--- src/rtl/coef_ram_pkg.sv ---
// Shared constants for the zigzag coefficient reorder RAM.
// Holds the default geometry and the read latency.
// The read latency depends on the BRAM_OUTREG_EN macro.
package coef_ram_pkg;

    // Default geometry: one 8x8 block of 42-bit coefficients.
    localparam int DATA_W_DEF = 42;
    localparam int DEPTH_DEF  = 64;
    localparam int ADDR_W_DEF = 6;

    // Cycles from addrb to doutb.
`ifdef BRAM_OUTREG_EN
    localparam int READ_LAT = 2;
`else
    localparam int READ_LAT = 1;
`endif

endpackage

--- src/rtl/coef_ram_outreg.sv ---
// Resettable pipeline register of DATA_W bits.
// It is used for the RAM read register and for the optional output register.
// Ports:
//   clk - clock
//   rst - asynchronous active-high clear
//   d   - data in
//   q   - registered data out
module coef_ram_outreg #(
    parameter int DATA_W = 42
) (
    input  logic              clk,
    input  logic              rst,
    input  logic [DATA_W-1:0] d,
    output logic [DATA_W-1:0] q
);

    always_ff @(posedge clk or posedge rst) begin
        if (rst) begin
            q <= '0;
        end else begin
            q <= d;
        end
    end

endmodule

--- src/rtl/coef_sdp_ram.sv ---
// Simple dual-port RAM: port A writes and port B does a registered read, on a single clock.
// It is the reorder store for one 8x8 block in the JPEG zigzag stage.
// Ports:
//   clk          - clock
//   rst          - asynchronous active-high clear of the read register(s)
//   wea          - port-A write enable
//   addra        - port-A write address
//   dina         - port-A write data
//   addrb        - port-B read address
//   doutb        - port-B read data
// Read latency:
//   1 cycle by default.
//   2 cycles when BRAM_OUTREG_EN is defined.
// Read-during-write to the same address returns the old data (read-first).
module coef_sdp_ram
    import coef_ram_pkg::*;
#(
    parameter int DATA_W = DATA_W_DEF,
    parameter int DEPTH  = DEPTH_DEF,
    parameter int ADDR_W = ADDR_W_DEF
) (
    input  logic              clk,
    input  logic              rst,
    input  logic              wea,
    input  logic [ADDR_W-1:0] addra,
    input  logic [DATA_W-1:0] dina,
    input  logic [ADDR_W-1:0] addrb,
    output logic [DATA_W-1:0] doutb
);

    reg [DATA_W-1:0] mem [0:DEPTH-1];

    logic              wr_ok;
    logic              rd_ok;
    logic [DATA_W-1:0] rd_word;
    logic [DATA_W-1:0] rd_q;

    // Range checks are only needed when the address space exceeds the array.
    generate
        if (DEPTH < (1 << ADDR_W)) begin : g_chk
            assign wr_ok = 32'(addra) < DEPTH;
            assign rd_ok = 32'(addrb) < DEPTH;
        end else begin : g_full
            assign wr_ok = 1'b1;
            assign rd_ok = 1'b1;
        end
    endgenerate

    // The array has no reset. It matches the block-RAM primitive.
    always_ff @(posedge clk) begin
        if (wea && wr_ok) begin
            mem[addra] <= dina;
        end
    end

    // The read sees the pre-edge contents, which gives read-first behaviour.
    assign rd_word = rd_ok ? mem[addrb] : '0;

    coef_ram_outreg #(
        .DATA_W (DATA_W)
    ) u_rd_reg (
        .clk (clk),
        .rst (rst),
        .d   (rd_word),
        .q   (rd_q)
    );

`ifdef BRAM_OUTREG_EN
    coef_ram_outreg #(
        .DATA_W (DATA_W)
    ) u_out_reg (
        .clk (clk),
        .rst (rst),
        .d   (rd_q),
        .q   (doutb)
    );
`else
    assign doutb = rd_q;
`endif

endmodule

--- config.mk ---
export PLATFORM = sky130hd
export DESIGN_NAME = coef_sdp_ram
export DESIGN_NICKNAME = d
export VERILOG_FILES = /design/src/rtl/coef_ram_pkg.sv /design/src/rtl/coef_ram_outreg.sv /design/src/rtl/coef_sdp_ram.sv
export SDC_FILE = /design/constraint.sdc
export NUM_CORES = 2
export LEC_CHECK = 0
export ABC_AREA = 1
export CORE_MARGIN = 3
export CORE_UTILIZATION = 32
export DETAILED_ROUTE_END_ITERATION = 7
export HOLD_SLACK_MARGIN = 0.15
export PLACE_DENSITY = 0.57
export SYNTH_ARGS = -nofsm -noshare
export SYNTH_HDL_FRONTEND = slang
export SYNTH_HIERARCHICAL = 1
export SYNTH_SLANG_ARGS = --single-unit
--- constraint.sdc ---
create_clock -name clk -period 5.03 [get_ports clk]
set_clock_uncertainty 0.2 [all_clocks]
set_input_delay 1.509 -clock clk [delete_from_list [all_inputs] [get_ports clk]]
set_output_delay 1.509 -clock clk [all_outputs]
set_load 0.01 [all_outputs]
Word level (Yosys, flattened, before mapping). Memory sizes are Yosys's and may differ from the RTL's. A register that Yosys moved wholly into a read port is not among the register bits. Index checks and enable logic that the tools add are counted.

Register bits after elaboration: 0. Memory bits (writable): 2688. Output and inout port bits: 42. Memories: 1.

Muxes and demuxes: 2.

Memory list: mem (words 64, width 42, rd ports 1, clocked after memory_dff 1, write ports 1, line coef_sdp_ram.sv:31) `reg [DATA_W-1:0] mem [0:DEPTH-1];`.

Operator list (count): 1-bit 2-to-1 mux (2).

Logic depth before layout (Yosys ltp).
Word-level depth: 2. Depth in mapped cells: 13. Mapped depth without buffers: 9.

Cells and area by module. The synthesis kept the hierarchy.

By module, submodules not included: coef_sdp_ram (instances 1, cells each 8818, area an instance 108400.2 µm², seq. area each 80717.4 µm²); coef_ram_outreg (instances 1, cells each 43, area an instance 1054.8 µm², seq. area each 1051.0 µm²).

Worst setup path before layout. OpenSTA, ideal clock, no wires.

Path type: input -> register. Start point: input port wea. End point: memory mem[48][0] (enable). Setup time: 0.547 ns. Arrival: 6.077 ns. Data required time: 4.283 ns. Path slack: -1.794 ns. Stages on the path: 3. Cell sequence: clkbuf_1 nand4_1 nor4_1.

Longest elaborated chain between the ends: 2.

Ends and longest elaborated chain: from (decl) (line coef_sdp_ram.sv:24) `input logic wea,`; 1-bit 2-to-1 mux (line coef_sdp_ram.sv:51) `if (wea && wr_ok) begin`; 1-bit 2-to-1 mux (implied by the code) (line coef_sdp_ram.sv:52) `mem[addra] <= dina;`; to (decl) (line coef_sdp_ram.sv:31).

No other way between the ends.

Worst setup path in the final report.
Start point: register u_rd_reg.q[7] (read register of mem). End point: output port doutb[7].

RTL lines: from (decl) (line coef_ram_outreg.sv:14) `output logic [DATA_W-1:0] q`; to (decl) (line coef_sdp_ram.sv:28) `output logic [DATA_W-1:0] doutb`.

No word-level cell between the ends.

==> results.md <==
* CP Capture Type: output pin
* Max Slew Vio Count at 0
* First-pass GRT wire length at 508 mm
* Crit path kind: flop to output pin
* Pre-antenna DRT Iters at 8
* WP data required at 3.32 ns
* WP data arrival at between 2 and 2.5 ns
* Syn Nets at 8918
* Initial antenna violation count at 32
* Clk pwr share at 42.1%
* Peak Freq at 260 MHz
* Critical path peak fanout at 2
* Die area at 0.349 sq mm
* GRT Total Usage at 20.0%
* Syn Area/Cell at 12.4 sq um
* Placement Setup Slack at 0.480 ns
* Top-area cell type share of the netlist area at 73.7%
* Die extent in x at just under 600 microns
* Combinational share of power at about 6.0%
* Hold_buf cts at 0
* Total Wirelength at 356 mm
* Total gr overflow at 0
* Root Buffer: clkbuf_16
* Final Net Count at between 8000 and 9000
* Area leader, netlist: edfxtp_1
* Clk sinks at 2730
* Routed Antenna Nets at 0
* Final GP Congestion at 0.824
* Status: completed
* Worst-path clk slew at 0.06 ns
* Row count at 214
* TNS Setup at 0 ns
* Switching power at 0.0110 W
* Power Density at 391 mW/mm^2
* Pin count of the biggest net entering global routing at 185
* Yosys warning total at 6
* Period utilization at around three quarters
* Share of cells above drive strength 1 at roughly 8.2%
* Final Hold Fails at 0
* Critical path's slowest cell: clkdlybuf4s50_1
* Worst-margin pin slew at approximately 1.3 ns
* Mapped Cells at 8861
* CP cell instances: clkdlybuf4s50_1
* Core area at 0.340 sq mm
* WHS at slightly above 0.6 ns
* RSZ-0062 raised after global routing: false
* Hpwl dp at 183 mm
* Mapped Area at 0.109 sq mm
* H-Tree Depth at 5
* Area grow syn2layout at 14.0%
* Reg power frac at 51.8%
* Die height at 591 microns
* Port buffer count at 98
* I/O pins at between 90 and 100
* Drt wl/cell at approximately 26 microns
* Filler cell count in the final layout at 32600
* Yosys cell types at 18
* Sequential fraction of the synthesis area at 74.7%
* Setup Fix Bufs, Post-CTS at 0
* Slew HR at 11.2%
* CTS tree: built
* Vias at 72600
* Fin crit period at 3.85 ns
* Most frequent cells in the layout: nand2_1, edfxtp_1, nand3_1, clkbuf_16, buf_4
* Placed Instances at 13200
* Switching Fraction at 22.5%
* DRC marker count from the first detailed-route iteration at 9136
* Final cell count without fillers at 13700
* Top delay family on crit path: buffers and inverters
* Synth Register Bits at 2730
* Max cap viols at 0
* Internal power at roughly 0.038 W
* Crit path buf inv count at 1
* CTS Buf Count at 300
* DR DRC count at 0
* Clk_lat worst skew at 0.95 ns
* Setup violators final at 0
* Vias in the first global route at 68900
* Largest cells by area after synthesis: edfxtp_1, nand3_1, nand2_1, buf_2, buf_6
* Post-cts resize count at 0
* Vias per inst at 5.30
* Peak supply drop at 0.405 mV
* Hold Path Class: flop to flop
* CTS Buffer Depth at 4
* Commonest non-fill, non-tap cell in the layout: nand2_1
* Final setup margin at around 1.2 ns
* Pleak at around 43 nW
* Initial core utilization at between 30% and 40%
* Crit path largest cell delay at 0.67 ns
* Startpoint types: flop
==> power groups by stage <==
stage / clock (W) / combinational, W / sequential (W)
detailed placement: 0 / 0.00292 / 0.0258
CTS: 0.0208 / 0.00293 / 0.0253
finish: 0.0205 / 0.00293 / 0.0253
global placement: 0 / 0.00289 / 0.0258
floorplan: 0 / 0.00162 / 0.0257
global route: 0.0218 / 0.00318 / 0.0253
==> registers in the layout, summed over array words and instances (netlist names) <==
name,cells
mem,2688
u_rd_reg/q,42
==> cell families (layout without fill, tap and decap cells) <==
| logic type | count (synthesis) | count (layout) | share of synthesized area [%] |
|---|---|---|---|
| buffers and inverters | 603 | 885 | 3.44 |
| other | 0 | 15 | 0 |
| AND/OR/NAND/NOR | 5528 | 5528 | 21.9 |
| flip-flops | 2730 | 2730 | 74.7 |
==> stage by stage <==
step / instance area, sq um / utilization [%] / total power [W]
final: 125000 / 36.7 / 0.0487
after floorplan: 110000 / - / 0.0274
after global routing: 125000 / 36.7 / 0.0502
after detailed placement: 116000 / 34.0 / 0.0287
after global placement: 116000 / 34.0 / 0.0286
after CTS: 125000 / 36.7 / 0.0490
==> routing by layer <==
metal	wire [microns]	global-route usage, %	vias up	share of wire, %
li1	-	-	31700	-
met1	140000	26.4	36400	39
met2	168000	32.2	3822	47
met3	34300	4.27	693	9.6
met4	13700	7.37	18	3.8
met5	174	0.162	-	0.049
==> synthesized netlist by cell type (all sizes together) <==
cell type,number
nand2,2958
edfxtp,2688
nand3,2497
clkbuf,97
nor4,8
clkinv,2
nor2,56
buf,493
nand4,9
dfrtp,42
inv,11
==> layout make-up <==
type	count	area, sq um	share of cell area (%)
flip-flops and latches	2730	81800	65.5
multi-input cells	5528	24500	19.6
diodes	15	37.5	0.0301
clock inverters	121	892	0.715
repair buffers	353	3770	3.02
inverters	13	113	0.0902
clock buffers	398	8080	6.48
well taps	4536	5680	4.55
==> path summary, 6_finish.rpt <==
kind                                               from                  endpoint  slack [ns]  cells past startpoint
worst max-delay path            u_rd_reg/q[7]$_DFF_PP0_                  doutb[7]        1.18                      1
worst min-delay path              mem[14][38]$_DFFE_PP_  u_rd_reg/q[38]$_DFF_PP0_        0.61                      8
worst max register to register    mem[47][29]$_DFFE_PP_  u_rd_reg/q[29]$_DFF_PP0_        3.17                      8
worst min register to register    mem[14][38]$_DFFE_PP_  u_rd_reg/q[38]$_DFF_PP0_        0.61                      8
max in group asynchronous                           rst   u_rd_reg/q[5]$_DFF_PP0_        2.72                      3
min in group asynchronous                           rst  u_rd_reg/q[34]$_DFF_PP0_        0.77                      2
(Power assumes the default switching activity.)
